## config.mk

```make
export PLATFORM = sky130hd
export DESIGN_NAME = sirv_qspi_fifo_param
export DESIGN_NICKNAME = d
export VERILOG_FILES = /design/src/rtl/sirv_qspi_fifo_param.sv
export SDC_FILE = /design/constraint.sdc
export NUM_CORES = 1
export LEC_CHECK = 0
export CORE_MARGIN = 1
export CORE_UTILIZATION = 55
export CTS_CLUSTER_SIZE = 8
export DETAILED_ROUTE_END_ITERATION = 8
export DONT_BUFFER_PORTS = 1
export HOLD_SLACK_MARGIN = 0.02
export PLACE_DENSITY_LB_ADDON = 0.12
export SKIP_LAST_GASP = 1
export SLEW_MARGIN = 20
export SYNTH_ARGS = -nofsm -noshare
export SYNTH_HDL_FRONTEND = slang
export SYNTH_SLANG_ARGS = --single-unit
export TNS_END_PERCENT = 20
```

## constraint.sdc

```tcl
create_clock -name clock -period 3.75 [get_ports clock]
set_clock_uncertainty 0.05 [all_clocks]
set_input_delay 0.75 -clock clock [delete_from_list [all_inputs] [get_ports clock]]
set_output_delay 0.75 -clock clock [all_outputs]
set_load 0.05 [all_outputs]
```

## src/rtl/sirv_qspi_fifo_param.sv

```systemverilog
// Parametrised QSPI frame FIFO between the register front-end and the link engine:
// TX/RX circular queues, beat-count generation, chip-select control and sticky status flags.
module sirv_qspi_fifo_param #(
  parameter int DW    = 8,
  parameter int DEPTH = 8,
  parameter int LENW  = 4,
  parameter int CW    = $clog2(DEPTH) + 1
) (
  input  logic            clock,
  input  logic            reset,
  input  logic [1:0]      io_ctrl_fmt_proto,
  input  logic            io_ctrl_fmt_endian,
  input  logic            io_ctrl_fmt_iodir,
  input  logic [LENW-1:0] io_ctrl_fmt_len,
  input  logic [1:0]      io_ctrl_cs_mode,
  input  logic [CW-1:0]   io_ctrl_wm_tx,
  input  logic [CW-1:0]   io_ctrl_wm_rx,
  input  logic            io_ctrl_tx_flush,
  input  logic            io_ctrl_rx_flush,
  input  logic            io_ctrl_flag_clr,
  input  logic            io_link_tx_ready,
  output logic            io_link_tx_valid,
  output logic [DW-1:0]   io_link_tx_bits,
  input  logic            io_link_rx_valid,
  input  logic [DW-1:0]   io_link_rx_bits,
  output logic [7:0]      io_link_cnt,
  output logic [1:0]      io_link_fmt_proto,
  output logic            io_link_fmt_endian,
  output logic            io_link_fmt_iodir,
  output logic            io_link_cs_set,
  output logic            io_link_cs_clear,
  output logic            io_link_cs_hold,
  output logic            io_link_lock,
  input  logic            io_link_active,
  output logic            io_tx_ready,
  input  logic            io_tx_valid,
  input  logic [DW-1:0]   io_tx_bits,
  input  logic            io_rx_ready,
  output logic            io_rx_valid,
  output logic [DW-1:0]   io_rx_bits,
  output logic [CW-1:0]   io_tx_count,
  output logic [CW-1:0]   io_rx_count,
  output logic            io_ip_txwm,
  output logic            io_ip_rxwm,
  output logic            io_rx_overflow,
  output logic            io_tx_underrun
);

  localparam int AW = (DEPTH > 1) ? $clog2(DEPTH) : 1;
  localparam int BW = (LENW > 8) ? LENW : 8;
  localparam logic [CW-1:0] FULL_CNT = CW'(DEPTH);
  localparam logic [CW-1:0] ZERO_CNT = {CW{1'b0}};
  localparam logic [CW-1:0] ONE_CNT  = CW'(1);
  localparam logic [AW-1:0] ZERO_PTR = {AW{1'b0}};
  localparam logic [AW-1:0] ONE_PTR  = AW'(1);

  logic [DW-1:0] tx_mem_q [DEPTH];
  logic [DW-1:0] rx_mem_q [DEPTH];
  logic [AW-1:0] tx_wptr_q, tx_wptr_d, tx_rptr_q, tx_rptr_d;
  logic [AW-1:0] rx_wptr_q, rx_wptr_d, rx_rptr_q, rx_rptr_d;
  logic [CW-1:0] tx_cnt_q, tx_cnt_d, rx_cnt_q, rx_cnt_d;
  logic          rxen_q, rxen_d;
  logic [1:0]    cs_mode_q, cs_mode_d;
  logic          ovf_q, ovf_d, unf_q, unf_d;

  logic tx_full, tx_empty, rx_full, rx_empty;
  logic tx_enq, fire_tx, rx_enq, rx_drop, rx_deq;
  logic [BW-1:0] len_ext, beats;
  logic unused_link_active;

  assign unused_link_active = io_link_active;

  assign tx_full  = (tx_cnt_q == FULL_CNT);
  assign tx_empty = (tx_cnt_q == ZERO_CNT);
  assign rx_full  = (rx_cnt_q == FULL_CNT);
  assign rx_empty = (rx_cnt_q == ZERO_CNT);

  assign io_tx_ready      = !tx_full;
  assign io_link_tx_valid = !tx_empty;
  assign io_link_tx_bits  = tx_mem_q[tx_rptr_q];
  assign io_rx_valid      = !rx_empty;
  assign io_rx_bits       = rx_mem_q[rx_rptr_q];

  assign tx_enq  = io_tx_valid & io_tx_ready;
  assign fire_tx = io_link_tx_ready & io_link_tx_valid;
  // Fullness is judged before this cycle's dequeue, so a same-cycle read cannot make room.
  assign rx_enq  = io_link_rx_valid & rxen_q & !rx_full;
  assign rx_drop = io_link_rx_valid & rxen_q & rx_full;
  assign rx_deq  = io_rx_ready & io_rx_valid;

  // TX queue pointer/count next state; flush overrides enqueue and dequeue
  always_comb begin
    tx_wptr_d = tx_wptr_q;
    tx_rptr_d = tx_rptr_q;
    tx_cnt_d  = tx_cnt_q;
    if (io_ctrl_tx_flush) begin
      tx_wptr_d = ZERO_PTR;
      tx_rptr_d = ZERO_PTR;
      tx_cnt_d  = ZERO_CNT;
    end else begin
      if (tx_enq) tx_wptr_d = tx_wptr_q + ONE_PTR;
      else        tx_wptr_d = tx_wptr_q;
      if (fire_tx) tx_rptr_d = tx_rptr_q + ONE_PTR;
      else         tx_rptr_d = tx_rptr_q;
      case ({tx_enq, fire_tx})
        2'b10:   tx_cnt_d = tx_cnt_q + ONE_CNT;
        2'b01:   tx_cnt_d = tx_cnt_q - ONE_CNT;
        default: tx_cnt_d = tx_cnt_q;
      endcase
    end
  end

  // RX queue pointer/count next state; flush overrides enqueue and dequeue
  always_comb begin
    rx_wptr_d = rx_wptr_q;
    rx_rptr_d = rx_rptr_q;
    rx_cnt_d  = rx_cnt_q;
    if (io_ctrl_rx_flush) begin
      rx_wptr_d = ZERO_PTR;
      rx_rptr_d = ZERO_PTR;
      rx_cnt_d  = ZERO_CNT;
    end else begin
      if (rx_enq) rx_wptr_d = rx_wptr_q + ONE_PTR;
      else        rx_wptr_d = rx_wptr_q;
      if (rx_deq) rx_rptr_d = rx_rptr_q + ONE_PTR;
      else        rx_rptr_d = rx_rptr_q;
      case ({rx_enq, rx_deq})
        2'b10:   rx_cnt_d = rx_cnt_q + ONE_CNT;
        2'b01:   rx_cnt_d = rx_cnt_q - ONE_CNT;
        default: rx_cnt_d = rx_cnt_q;
      endcase
    end
  end

  // Capture enable, chip-select mode tracking and sticky flags
  always_comb begin
    rxen_d    = rxen_q;
    cs_mode_d = io_ctrl_cs_mode;
    if (fire_tx)               rxen_d = !io_ctrl_fmt_iodir;
    else if (io_link_rx_valid) rxen_d = 1'b0;
    else                       rxen_d = rxen_q;
    ovf_d = rx_drop | (ovf_q & !io_ctrl_flag_clr);
    unf_d = (!rxen_q & tx_empty & io_link_tx_ready & (cs_mode_q == 2'd2))
          | (unf_q & !io_ctrl_flag_clr);
  end

  // Control/status registers
  always_ff @(posedge clock or posedge reset) begin
    if (reset) begin
      tx_wptr_q <= ZERO_PTR;
      tx_rptr_q <= ZERO_PTR;
      tx_cnt_q  <= ZERO_CNT;
      rx_wptr_q <= ZERO_PTR;
      rx_rptr_q <= ZERO_PTR;
      rx_cnt_q  <= ZERO_CNT;
      rxen_q    <= 1'b0;
      cs_mode_q <= 2'd0;
      ovf_q     <= 1'b0;
      unf_q     <= 1'b0;
    end else begin
      tx_wptr_q <= tx_wptr_d;
      tx_rptr_q <= tx_rptr_d;
      tx_cnt_q  <= tx_cnt_d;
      rx_wptr_q <= rx_wptr_d;
      rx_rptr_q <= rx_rptr_d;
      rx_cnt_q  <= rx_cnt_d;
      rxen_q    <= rxen_d;
      cs_mode_q <= cs_mode_d;
      ovf_q     <= ovf_d;
      unf_q     <= unf_d;
    end
  end

  // Queue storage; contents are meaningless whenever the count says empty
  always_ff @(posedge clock) begin
    if (tx_enq) tx_mem_q[tx_wptr_q] <= io_tx_bits;
    if (rx_enq) rx_mem_q[rx_wptr_q] <= io_link_rx_bits;
  end

  // Beats per frame: ceil(len / lanes) as quotient plus a carry for any remainder
  always_comb begin
    len_ext = BW'(io_ctrl_fmt_len);
    case (io_ctrl_fmt_proto)
      2'd0:    beats = len_ext;
      2'd1:    beats = (len_ext >> 2'd1) + BW'(len_ext[0]);
      2'd2:    beats = (len_ext >> 2'd2) + BW'(|len_ext[1:0]);
      2'd3:    beats = (len_ext >> 2'd3) + BW'(|len_ext[2:0]);
      default: beats = len_ext;
    endcase
  end

  assign io_link_cnt        = beats[7:0];
  assign io_link_fmt_proto  = io_ctrl_fmt_proto;
  assign io_link_fmt_endian = io_ctrl_fmt_endian;
  assign io_link_fmt_iodir  = io_ctrl_fmt_iodir;
  assign io_link_cs_set     = (cs_mode_q != 2'd3);
  assign io_link_cs_clear   = (cs_mode_q != io_ctrl_cs_mode) | (fire_tx & (cs_mode_q < 2'd2));
  assign io_link_cs_hold    = 1'b0;
  assign io_link_lock       = io_link_tx_valid | rxen_q;
  assign io_tx_count        = tx_cnt_q;
  assign io_rx_count        = rx_cnt_q;
  assign io_ip_txwm         = (tx_cnt_q < io_ctrl_wm_tx);
  assign io_ip_rxwm         = (rx_cnt_q > io_ctrl_wm_rx);
  assign io_rx_overflow     = ovf_q;
  assign io_tx_underrun     = unf_q;

endmodule
```

==> impl_summary.log, run 1 <==
INFO  metric final-hold-violation-count = 0
INFO  metric netlist.area_leader.share = 0.5670
INFO  metric first_global_vias = roughly 3,500
INFO  metric multi_input_comb_area = 2113 sq um
INFO  metric grt_remaining_overflow = 0
INFO  metric detail_route.first_pass.iterations = 4
INFO  metric tns = 0 ns
INFO  metric busiest_layer = met2
INFO  metric maximum_buffer_depth_of_the_clock_tree = 2
INFO  metric cp.required = 2.95 ns
INFO  metric die-width = 113.0 um
INFO  metric grt_antenna_before_repair = 0
INFO  metric vdd.ir_drop.worst = 0.0004952 V
INFO  metric path_cells = nor3_1 -> nand2b_1 -> or2_2
INFO  metric pin_count_of_the_biggest_net_entering_global_routing = 26
INFO  metric clock_sinks = 153
INFO  metric clock-root-buffer = clkbuf_16
INFO  metric clk-insertion-delay-late = 0.41 ns
INFO  metric synth_sequential_area_ratio = 0.6593
INFO  metric slew_headroom = 0.4050
INFO  metric drv.max_cap_violation_count = 0
INFO  metric post-synth-top-area-cell = edfxtp_1
INFO  metric synth-seq-cells = 153
INFO  metric wire_per_inst = 19.84 um
INFO  metric postCtsSetupRepairBufs = 0
INFO  metric cts_made_buffers = 17
INFO  metric synth.avg_cell_area = 16.70 sq um
INFO  metric worstPathArrival = 2.47 ns
INFO  metric worst_path_dominant_cell_family = simple AND/OR/NAND/NOR gates
INFO  metric layout-area-overhead-vs-synth = 12.11%
INFO  metric global_route.usage.total = 0.1997
INFO  metric static-leakage-power = 2.750 nW
INFO  metric holdCritPathClass = primary input to async pin
INFO  metric postCtsResizedCells = 0
INFO  metric cp_num_buf_inv = 0
INFO  metric tritoncts = done
INFO  metric floorplan.initialDensity = 0.5644
INFO  metric post-route-drc-count = 0
INFO  metric synth_cell_type_count = 47
INFO  metric die-area = 12,770 sq um
INFO  metric worst_slew_pin_slew = 0.8871 ns
INFO  metric final_period_minus_worst_setup_slack = 3.273 ns
INFO  metric synth-async-reset-ratio = 0.1634
INFO  metric fp.coreArea = roughly 12,000 sq um
INFO  metric antenna_cells_inserted = 0
INFO  metric max_clock_freq = around 300 MHz
INFO  metric layoutNonFillerInstCount = 588
INFO  metric yosysWarnings = 0
INFO  metric viasPerCell = 5.849
INFO  metric timing_max_transition_violations_final = 0
INFO  metric netlist_top_cells_count = edfxtp_1, mux4_2, dfrtp_1
INFO  metric fillCellCount = 854
INFO  metric grtUsageMet1 = 0.2794
INFO  metric use_met3 = 0.05356
INFO  metric drtIter0Drc = roughly 220
INFO  metric use_met2 = 0.3035
INFO  metric cp_max_fo = 10
INFO  metric final_nets = 496
INFO  metric placed_cells_incl_taps = about 560
INFO  metric port_buffer_count = 0
INFO  metric grt_pass1_wl = 18.74 mm
INFO  metric synth_enable_flop_cells = 128
INFO  metric power-per-cell-area = 706.5 nW/um^2
INFO  metric cts_max_level = 4
INFO  metric clkTransAtPathRegs = 0.06 ns
INFO  metric synthesized_instance_count = 406
INFO  metric timing.critical_path.slowest_cell_delay = between 0.6 and 0.7 ns
INFO  metric antenna_left = 0
INFO  metric routed_wirelength = 11.66 mm
INFO  metric end_kind = output port
INFO  metric top_ports = 91
INFO  metric rd_place_congestion = 0.7331
INFO  metric finalSetupViolCount = 0
INFO  metric crit_type = flip-flop to output port
INFO  metric final_min_period_over_clock_period = 0.8728
INFO  metric cts_hold_repair.buffers = 0
INFO  metric run_status = complete, no violations
INFO  metric syn-cell-area = 6779 sq um
INFO  metric unrepaired_setup_endpoints_after_global_routing = false
INFO  metric synthMostInstantiatedCell = edfxtp_1
INFO  metric startpoint_type = flip-flop
INFO  metric placementRows = 40
INFO  metric die_h = between 100 and 150 um
INFO  metric yosys-top-cells-area = edfxtp_1, mux4_2, dfrtp_1, ha_1, mux2_2
INFO  metric detailedPlacementHpwl = 7.809 mm
INFO  metric ys.flop_type = edfxtp_1
INFO  metric slowest_stage = dfrtp_1
INFO  metric via_count = 3,439
INFO  metric sequential_cell_area = 4469 sq um
INFO  metric post_route_cells_drive_above_1_share = 0.2517
[layout make-up]
| class | instances | area share |
|---|---|---|
| clock buffer | 18 | 0.05647 |
| clock inverter | 12 | 0.01762 |
| inverter | 18 | 0.008890 |
| multi-input combinational | 213 | 0.2781 |
| sequential | 153 | 0.5881 |
| tap | 147 | 0.02420 |
| timing repair buffer | 27 | 0.02667 |
[report_power, final]
part           leakage [nW]  internal, mW  switching [mW]
clock                 0.277          1.02           0.610
sequential             1.49          1.96           0.249
combinational         0.978         0.583           0.938
[routing by layer]
layer / share of wire / vias to the layer above
met1: 0.47 / 1750
met2: 0.47 / 90
li1: - / 1582
met4: 0.016 / 0
met5: 0 / -
met3: 0.049 / 17
[state kept, by name, indices dropped and copies added (netlist names)]
| name | count |
|---|---|
| rx_wptr_q | 3 |
| cs_mode_q | 2 |
| tx_wptr_q | 3 |
| io_tx_count | 4 |
| rxen_q | 1 |
| io_rx_overflow | 1 |
| tx_rptr_q | 3 |
| io_rx_count | 4 |
| rx_rptr_q | 3 |
| tx_mem_q | 64 |
| rx_mem_q | 64 |
| io_tx_underrun | 1 |
[cell families (layout without fill, tap and decap cells)]
logic type               Yosys count  after routing  synth area share
AO/OA/AOI/OAI                     30             30           0.02824
XOR/XNOR                          18             18           0.02603
adder cells (fa/ha/maj)           22             22           0.04060
buffers and inverters             44             75           0.03119
flip-flops                       153            153            0.6593
multiplexers                      58             58            0.1521
other                              1              5         0.0005532
AND/OR/NAND/NOR                   80             80           0.06202
[metrics by stage]
stage	util	instance area, sq um	total power, mW	hold WS [ns]	setup WS (ns)
floorplan	-	6794	3.578	0.4376	0.4290
global placement	0.5858	7037	3.761	0.4605	0.8548
detailed placement	0.5858	7037	3.791	0.4725	0.8314
CTS	0.6327	7600	5.421	0.2942	0.4532
global route	0.6327	7600	5.593	0.2892	0.3383
finish	0.6327	7600	5.369	0.2527	0.4772
[cell usage in the layout (no fill, tap or decap), types with 2 or more instances in the layout]
master and count:
xnor2_1 9, xor2_1 8, conb_1 5, nand3_1 5, nand2_1 18, nor2b_1 2
a21o_1 2, ha_1 22, mux4_2 34, dfrtp_1 25, nand2b_1 8, mux2_2 16
edfxtp_1 128, clkbuf_16 17, inv_1 17, bufinv_16 3, a21oi_1 9, clkinv_1 4
clkinv_2 5, mux2i_1 7, and2_1 2, nor2_1 24, nor4_1 2, nor3_1 10
a31oi_1 3, o21ai_0 6, buf_4 27
[worst paths after layout]
path,startpoint,endpoint,slack (ns),depth (start not counted)
min in group clock,io_ctrl_cs_mode[0],cs_mode_q[0],0.31,0
max in group asynchronous,reset,tx_rptr_q[2],2.98,1
min reg2reg,cs_mode_q[0],io_tx_underrun,0.49,1
max reg2reg,io_rx_count[1],io_rx_count[3],0.84,8
min,reset,rxen_q,0.25,1
max,io_tx_count[0],io_link_lock,0.48,3
[worst register-to-register path, stage by stage, from the launching register on]
cell and delay (ns):
dfrtp_1 0.65, or4_4 0.76, nand2_4 0.23, nor2_8 0.06
ha_1 0.32, nand3_1 0.09, a21oi_1 0.08, a32oi_1 0.22
mux2_4 0.32
Note: power is estimated with default switching activity, not from simulation.
==> run 2: changes to the inputs <==
- CAP_MARGIN: not set -> 5
==> results of run 2 <==
No change in the layout: final DEF, timing and power equal those of run 1.
==> run 3: changes to the inputs <==
- SETUP_SLACK_MARGIN: not set -> 0.1
==> results of run 3 <==
No change in the layout: final DEF, timing and power equal those of run 1.
